File: src/rtl/apb_pkg.sv
// Shared types and default widths for the APB master bridge and its helpers.
package apb_pkg;

    localparam int APB_ADDR_W = 32;
    localparam int APB_DATA_W = 32;

    typedef enum logic [1:0] {
        IDLE   = 2'd0,
        SETUP  = 2'd1,
        ACCESS = 2'd2
    } apb_state_t;

endpackage

File: src/rtl/apb_wait_timer.sv
// Counts ACCESS cycles spent waiting on pready and flags the cycle that
// uses up the last allowed wait, so the bridge can abort on that edge.
module apb_wait_timer #(
    parameter int TIMEOUT = 16
) (
    input  logic clk_i,
    input  logic rst_ni,
    input  logic clear_i,
    input  logic enable_i,
    output logic expired_o
);

    generate
        if (TIMEOUT == 0) begin : g_off
            logic unusedInputs;

            assign unusedInputs = ^{clk_i, rst_ni, clear_i, enable_i};
            assign expired_o    = 1'b0;
        end else begin : g_on
            localparam int CW = $clog2(TIMEOUT + 1);

            logic [CW-1:0] count_q;
            logic [CW-1:0] count_d;

            // Clear when a new transfer starts, otherwise count waiting cycles up to the limit
            always_comb begin
                count_d = count_q;
                if (clear_i) begin
                    count_d = '0;
                end else if (enable_i && (count_q != CW'(TIMEOUT))) begin
                    count_d = count_q + CW'(1);
                end
            end

            // Counter register, dropped to zero by reset at any time
            always_ff @(posedge clk_i or negedge rst_ni) begin
                if (!rst_ni) begin
                    count_q <= '0;
                end else begin
                    count_q <= count_d;
                end
            end

            // The current waiting cycle is the last one allowed when TIMEOUT-1 waits already happened
            assign expired_o = enable_i && (count_q == CW'(TIMEOUT - 1));
        end
    endgenerate

endmodule

File: src/rtl/apb_master_bridge.sv
// Converts a valid/ready command stream into APB3 transfers and returns one
// held response beat per completed or timed-out transfer.
module apb_master_bridge
    import apb_pkg::*;
#(
    parameter int ADDR_W  = APB_ADDR_W,
    parameter int DATA_W  = APB_DATA_W,
    parameter int TIMEOUT = 16
) (
    input  logic              clk_i,
    input  logic              rst_ni,
    input  logic              cmd_valid_i,
    output logic              cmd_ready_o,
    input  logic              cmd_write_i,
    input  logic [ADDR_W-1:0] cmd_addr_i,
    input  logic [DATA_W-1:0] cmd_wdata_i,
    output logic              rsp_valid_o,
    input  logic              rsp_ready_i,
    output logic [DATA_W-1:0] rsp_rdata_o,
    output logic              rsp_error_o,
    output logic              rsp_timeout_o,
    output logic              pselx_o,
    output logic              penable_o,
    output logic              pwrite_o,
    output logic [ADDR_W-1:0] paddr_o,
    output logic [DATA_W-1:0] pwdata_o,
    input  logic [DATA_W-1:0] prdata_i,
    input  logic              pready_i,
    input  logic              pslverror_i
);

    apb_state_t        state_q;
    apb_state_t        state_d;

    logic              cmdReady;
    logic              cmdAccept;
    logic              rspLoad;
    logic              timerClear;
    logic              timerEnable;
    logic              timerExpired;

    logic              pselx_q;
    logic              penable_q;
    logic              pwrite_q;
    logic              pwrite_d;
    logic [ADDR_W-1:0] paddr_q;
    logic [ADDR_W-1:0] paddr_d;
    logic [DATA_W-1:0] pwdata_q;
    logic [DATA_W-1:0] pwdata_d;

    logic              rspValid_q;
    logic              rspValid_d;
    logic [DATA_W-1:0] rspRdata_q;
    logic [DATA_W-1:0] rspRdata_d;
    logic              rspError_q;
    logic              rspError_d;
    logic              rspTimeout_q;
    logic              rspTimeout_d;

    apb_wait_timer #(
        .TIMEOUT (TIMEOUT)
    ) u_wait_timer (
        .clk_i     (clk_i),
        .rst_ni    (rst_ni),
        .clear_i   (timerClear),
        .enable_i  (timerEnable),
        .expired_o (timerExpired)
    );

    // State register; reset aborts any transfer in flight
    always_ff @(posedge clk_i or negedge rst_ni) begin
        if (!rst_ni) begin
            state_q <= IDLE;
        end else begin
            state_q <= state_d;
        end
    end

    // Next state: accept into SETUP, always advance to ACCESS, leave ACCESS on ready or timeout
    always_comb begin
        state_d = state_q;
        case (state_q)
            IDLE: begin
                if (cmdAccept) begin
                    state_d = SETUP;
                end
            end
            SETUP: begin
                state_d = ACCESS;
            end
            ACCESS: begin
                if (rspLoad) begin
                    state_d = IDLE;
                end
            end
            default: begin
                state_d = IDLE;
            end
        endcase
    end

    // Per-state control: command handshake, timer control and response capture strobe
    always_comb begin
        cmdReady    = 1'b0;
        cmdAccept   = 1'b0;
        timerClear  = 1'b0;
        timerEnable = 1'b0;
        rspLoad     = 1'b0;
        case (state_q)
            IDLE: begin
                cmdReady   = rst_ni && (!rspValid_q || rsp_ready_i);
                cmdAccept  = cmdReady && cmd_valid_i;
                timerClear = cmdAccept;
            end
            ACCESS: begin
                timerEnable = !pready_i;
                rspLoad     = pready_i || timerExpired;
            end
            default: begin
            end
        endcase
    end

    // Address, direction and write data are loaded only on accept and held otherwise
    always_comb begin
        pwrite_d = pwrite_q;
        paddr_d  = paddr_q;
        pwdata_d = pwdata_q;
        if (cmdAccept) begin
            pwrite_d = cmd_write_i;
            paddr_d  = cmd_addr_i;
            pwdata_d = cmd_wdata_i;
        end
    end

    // Response slot: load on completion or abort, otherwise drain when the consumer takes it
    always_comb begin
        rspValid_d   = rspValid_q;
        rspRdata_d   = rspRdata_q;
        rspError_d   = rspError_q;
        rspTimeout_d = rspTimeout_q;
        if (rspLoad) begin
            rspValid_d = 1'b1;
            if (pready_i) begin
                rspRdata_d   = pwrite_q ? '0 : prdata_i;
                rspError_d   = pslverror_i;
                rspTimeout_d = 1'b0;
            end else begin
                rspRdata_d   = '0;
                rspError_d   = 1'b1;
                rspTimeout_d = 1'b1;
            end
        end else if (rsp_ready_i) begin
            rspValid_d = 1'b0;
        end
    end

    // Registered APB and response outputs; APB select/enable follow the state being entered
    always_ff @(posedge clk_i or negedge rst_ni) begin
        if (!rst_ni) begin
            pselx_q      <= 1'b0;
            penable_q    <= 1'b0;
            pwrite_q     <= 1'b0;
            paddr_q      <= '0;
            pwdata_q     <= '0;
            rspValid_q   <= 1'b0;
            rspRdata_q   <= '0;
            rspError_q   <= 1'b0;
            rspTimeout_q <= 1'b0;
        end else begin
            pselx_q      <= (state_d != IDLE);
            penable_q    <= (state_d == ACCESS);
            pwrite_q     <= pwrite_d;
            paddr_q      <= paddr_d;
            pwdata_q     <= pwdata_d;
            rspValid_q   <= rspValid_d;
            rspRdata_q   <= rspRdata_d;
            rspError_q   <= rspError_d;
            rspTimeout_q <= rspTimeout_d;
        end
    end

    assign cmd_ready_o   = cmdReady;
    assign pselx_o       = pselx_q;
    assign penable_o     = penable_q;
    assign pwrite_o      = pwrite_q;
    assign paddr_o       = paddr_q;
    assign pwdata_o      = pwdata_q;
    assign rsp_valid_o   = rspValid_q;
    assign rsp_rdata_o   = rspRdata_q;
    assign rsp_error_o   = rspError_q;
    assign rsp_timeout_o = rspTimeout_q;

endmodule

File: config.mk
export PLATFORM = sky130hd
export DESIGN_NAME = apb_master_bridge
export DESIGN_NICKNAME = d
export VERILOG_FILES = /design/src/rtl/apb_pkg.sv /design/src/rtl/apb_wait_timer.sv /design/src/rtl/apb_master_bridge.sv
export SDC_FILE = /design/constraint.sdc
export NUM_CORES = 1
export LEC_CHECK = 0
export ABC_AREA = 1
export CAP_MARGIN = 5
export CELL_PAD_IN_SITES_DETAIL_PLACEMENT = 1
export CELL_PAD_IN_SITES_GLOBAL_PLACEMENT = 1
export CORE_MARGIN = 2
export CORE_UTILIZATION = 31
export DETAILED_ROUTE_END_ITERATION = 8
export GPL_ROUTABILITY_DRIVEN = 0
export PLACE_DENSITY_LB_ADDON = 0.1
export REMOVE_ABC_BUFFERS = 1
export SLEW_MARGIN = 20
export SYNTH_ARGS = -nofsm -noshare
export SYNTH_HDL_FRONTEND = slang
export SYNTH_SLANG_ARGS = --single-unit
File: constraint.sdc
create_clock -name clk_i -period 2.5 [get_ports clk_i]
set_input_delay 0.375 -clock clk_i [delete_from_list [all_inputs] [get_ports clk_i]]
set_output_delay 0.375 -clock clk_i [all_outputs]
set_load 0.05 [all_outputs]
* After elaboration in Yosys (flattened, before gate mapping)
Cells that the tools add are included.
Cells by class: $add $sub $neg 1, equal/unequal tests 5, mux-type cells 15, reduce and logical (&&, ||, !) cells 12
Operators by type and width (count):
- 32-bit 2-to-1 mux | 2
- 5-bit 2-to-1 mux | 2
- 1-bit 2-to-1 mux | 8
- 2-bit case mux with 3 select lines | 1
- 2-bit nonzero test | 3
- 5-bit by 1-bit adder with 5-bit output (second input constant) | 1
- 5-bit by 4-bit == test with 1-bit output (second input constant) | 1
- 5-bit != test (second input constant) | 1
- 2-bit == test (second input constant) | 2
- 1-bit logical AND | 4
- 2-bit 2-to-1 mux | 2
- 2-bit by 1-bit == test with 1-bit output (second input constant) | 1
- 1-bit zero test | 2
- 2-bit zero test | 1
- 1-bit logical OR | 2
Word-level totals: flip-flop bits (word level) 109, input port bits 103

* Depth between registers and ports, before layout
depth after elaboration 8, depth in mapped cells 10, gate-level depth less buffers 9

* Modules after synthesis
From an unflattened synthesis, not the netlist that was laid out.
Unflattened totals: cells, all modules 500, area, all modules 4446.8 um^2
Modules (own cells, without submodules):
- apb_master_bridge | times used 1, cells an instance 454, area each 4106.4 um^2
- apb_wait_timer | times used 1, cells an instance 46, area each 340.3 um^2

* Least setup slack after synthesis
Ideal clock, no wire load.
path type reg2reg, start register u_wait_timer.g_on.count_q[0], end register rspRdata_q[10], in the netlist rsp_rdata_o[10], library setup time 0.066 ns, arrival time 1.542 ns, data required time 2.434 ns, setup slack 0.892 ns, cell stages (with the launch flop) 11, buffers on the path 1, clock period less this slack 1.608 ns, path through dfrtp_1 ha_1 nand2_1 nor2_1 ha_1 nor2_1 nor2_4 inv_2 buf_2 nand2_1 nand2_1
On the way: word-level cells in the longest chain between the ends 4
Ends and longest elaborated chain:
- start: declaration | RTL line apb_wait_timer.sv:22 | logic [CW-1:0] count_q;
- start signal: assignment | RTL line apb_wait_timer.sv:40 | count_q <= count_d;
- 5-bit by 4-bit == test with 1-bit output | RTL line apb_wait_timer.sv:45 | assign expired_o = enable_i && (count_q == CW'(TIMEOUT - 1));
- 1-bit logical AND | RTL line apb_wait_timer.sv:45
- 1-bit logical OR | RTL line apb_master_bridge.sv:117 | rspLoad = pready_i || timerExpired;
- 1-bit 2-to-1 mux | RTL line apb_master_bridge.sv:109 | case (state_q)
- end signal: assignment | RTL line apb_master_bridge.sv:177 | rspRdata_q <= rspRdata_d;
- end: declaration | RTL line apb_master_bridge.sv:53 | logic [DATA_W-1:0] rspRdata_q;
No other way between the ends. A chain may end at the register's enable or synchronous reset.

* Final worst setup path
start register u_wait_timer.g_on.count_q[0], end register rspRdata_q[21], in the netlist rsp_rdata_o[21]
The elaborated chain is that of the path after synthesis.

==> impl_results.md <==
- Status: completed
- Setup CP Type: reg -> reg
- Crit path launch type: flip-flop
- Final nets: 796
- Area delta synth->final: 59.4%
- WL final: 13,500 um
- Arrival @ worst endpoint: 2350 ps
- CTS Buffer Depth: 2
- Clock root buffer: clkbuf_16
- Clock latency on the worst-skew pair: 350 ps
- Leakage power: 3.39 nW
- First-pass GRT wire length: 21,500 um
- Routed vias: 3,950
- Post-synth cell types: 19
- Hold WC Path Type: reg -> reg
- Pre-antenna DRT Iters: 4
- Largest net degree at the start of global routing: 75
- Max-Cap Viols: 0
- I/O pin count: 206
- FF+latch area: 2730 um^2
- ANT cells: 0
- Cell taking the most area after synthesis: dfrtp_1
- Final Cycle Share: 82.6%
- Dominant cells by area after synthesis: dfrtp_1 63%, nand2_1 24%, nand3_1 5.0%
- Syn Inst Count: 491
- CTS tree: yes
- Cell Area, Synth: 4320 um^2
- Die span in y: 122 um
- Routed WL per cell: 15.4 um
- Setup TNS: 0 ps
- Detail Placement HPWL: 9610 um
- Crit-path max FO: 33
- M1 WL: 6050 um
- Sequential fraction of the synthesis area: 63.2%
- CP Capture Type: flip-flop
- DRC: 0
- Non-Filler Instances: 875
- Vias per std cell: 4.51
- Yosys top cell area share: 63.2%
- Metal2 WL: 6020 um
- Antenna violations before repair: 0
- H-tree Lvls: 3
- Clk slew on worst S/H paths: 70 ps
- YS warnings: 0
- Fill cell count: 1,599
- #FFs+latches synth: 109
- Share of layout cells above drive strength 1: 4.46%
- Die span in x: 122 um
- Cells after DPL: 858
- Final hold viol count: 0
- Met3 WL: 1220 um
- Slew headroom: 47.4%
- Post-route antenna net violation count: 0
- Vias in the first global route: 4,233
- Starting Density: 31.5%
- Multi-input gate area: 1420 um^2
- Actual slew at the worst max-slew pin: 790 ps
- Core region area: 13,700 um^2
- CP Data Required Time: 2790 ps
- Pwr Density: 1200 nW/um^2
- CTS sink cnt: 109
- RSZ-0062 raised after global routing: false
- Grt ovf: 0
- Num rows: 43
- Syn Area/Cell: 8.80 um^2
- Die area: 14,900 um^2
- Highest metal used: met4
- DRT iter0 DRCs: 148
- Slew Viols, Final: 0
- Clock skew: 4.38 ps
- F_max: 484 MHz
- Min Tclk post-route: 2070 ps
- Final count of negative-setup-slack endpoints: 0
- VDD IR max: 515 uV
- Port buffer count: 205
- Overall global routing resource usage: 18.5%
- TritonCTS buffer count: 9
logic make-up (layout without fill, tap and decap cells):
| logic type | count (synthesis) | in the layout | synth area share [%] |
|---|---|---|---|
| adder cells (fa/ha/maj) | 3 | 3 | 0.869 |
| AND/OR/NAND/NOR | 340 | 340 | 31.4 |
| buffers and inverters | 37 | 241 | 4.29 |
| flip-flops | 109 | 109 | 63.2 |
| AO/OA/AOI/OAI | 1 | 1 | 0.116 |
| XOR/XNOR | 1 | 1 | 0.203 |
where the power goes:
group | switching (W) | internal (W)
clock network | 0.000636 | 0.000987
logic | 0.00272 | 0.00129
registers | 0.000339 | 0.00231
total | 0.00370 | 0.00459
stage by stage:
stage | area [um^2] | hold slack (ps) | setup slack (ps) | total power [W] | util [%]
after CTS | 6880 | 483 | 431 | 0.00838 | 50.2
after global placement | 6530 | 280 | 510 | 0.00665 | 47.6
final | 6880 | 481 | 435 | 0.00829 | 50.2
after detailed placement | 6530 | 282 | 459 | 0.00672 | 47.6
after global routing | 6880 | 502 | 233 | 0.00869 | 50.2
after floorplan | 4180 | 79.4 | -458 | 0.00511 | -
worst paths after layout:
kind / start / to / slack [ps] / cells past startpoint
setup / recovery: u_wait_timer.g_on.count_q[0] / rsp_rdata_o[21] / 430 / 9
hold / removal: paddr_o[9] / paddr_o[9] / 480 / 2
setup reg to reg: u_wait_timer.g_on.count_q[0] / rsp_rdata_o[21] / 430 / 9
hold reg to reg: paddr_o[9] / paddr_o[9] / 480 / 2
max in group asynchronous: rst_ni / paddr_o[22] / 1090 / 3
min in group asynchronous: rst_ni / rsp_rdata_o[6] / 490 / 2
synthesized netlist by cell type:
cell type  instances
nand2_1          279
dfrtp_1          109
nand3_1           43
buf_2             19
nor2_1            12
inv_1              9
buf_4              4
ha_1               3
inv_2              3
a21oi_1            1
and3_1             1
buf_6              1
clkbuf_1           1
nand4_1            1
nand4_2            1
nor2_4             1
nor3_1             1
or2_1              1
xor2_1             1
state kept, by name, summed over array words and instances, names as in the netlist:
name and flops:
paddr_o 32, penable_o 1, pselx_o 1, pwdata_o 32
pwrite_o 1, rsp_error_o 1, rsp_rdata_o 32, rsp_timeout_o 1
rsp_valid_o 1, state_q 2, u_wait_timer.g_on.count_q 5
worst max-delay path, cell delays in order (launching register included):
cell and delay, ps:
dfrtp_1 440, ha_1 240, nand2_1 70, nor2_1 50, ha_1 170, nor2_1 220
nor2_4 130, inv_2 440, nand2_1 120, nand2_1 100
layout by cell type, fill, tap and decap left out:
| cell | instances |
|---|---|
| nor3_1 | 1 |
| a21oi_1 | 1 |
| nor2_2 | 1 |
| nand2_1 | 279 |
| or2_1 | 1 |
| dlygate4sd3_1 | 1 |
| nand3_1 | 43 |
| bufinv_16 | 2 |
| nor2_4 | 1 |
| xor2_1 | 1 |
| nor2_1 | 11 |
| clkdlybuf4s50_1 | 203 |
| inv_2 | 3 |
| and3_1 | 1 |
| clkbuf_16 | 9 |
| dfrtp_1 | 109 |
| nand4_4 | 1 |
| nand4_1 | 1 |
| buf_4 | 8 |
| buf_12 | 1 |
| clkbuf_8 | 4 |
| inv_1 | 9 |
| clkinv_2 | 1 |
| ha_1 | 3 |
layout make-up:
type,instances,area share [%]
sequential,109,39.6
timing repair buffer,213,30.8
multi-input combinational,345,20.6
clock buffer,13,4.07
tap,180,3.27
clock inverter,3,0.945
inverter,12,0.654
timing repair:
item	4_1_cts	5_1_grt
hold endpoints to repair	18	0
hold buffers	1	0
resized for setup	0	0
buffers inserted	0	0
routing by layer:
layer  up-vias  GRT usage, %
li1       1896             -
met3        11          6.27
met5         -             0
met2       143          29.4
met1      1900          23.9
met4         0          5.82
No activity file was read; power rests on OpenSTA's default activity.
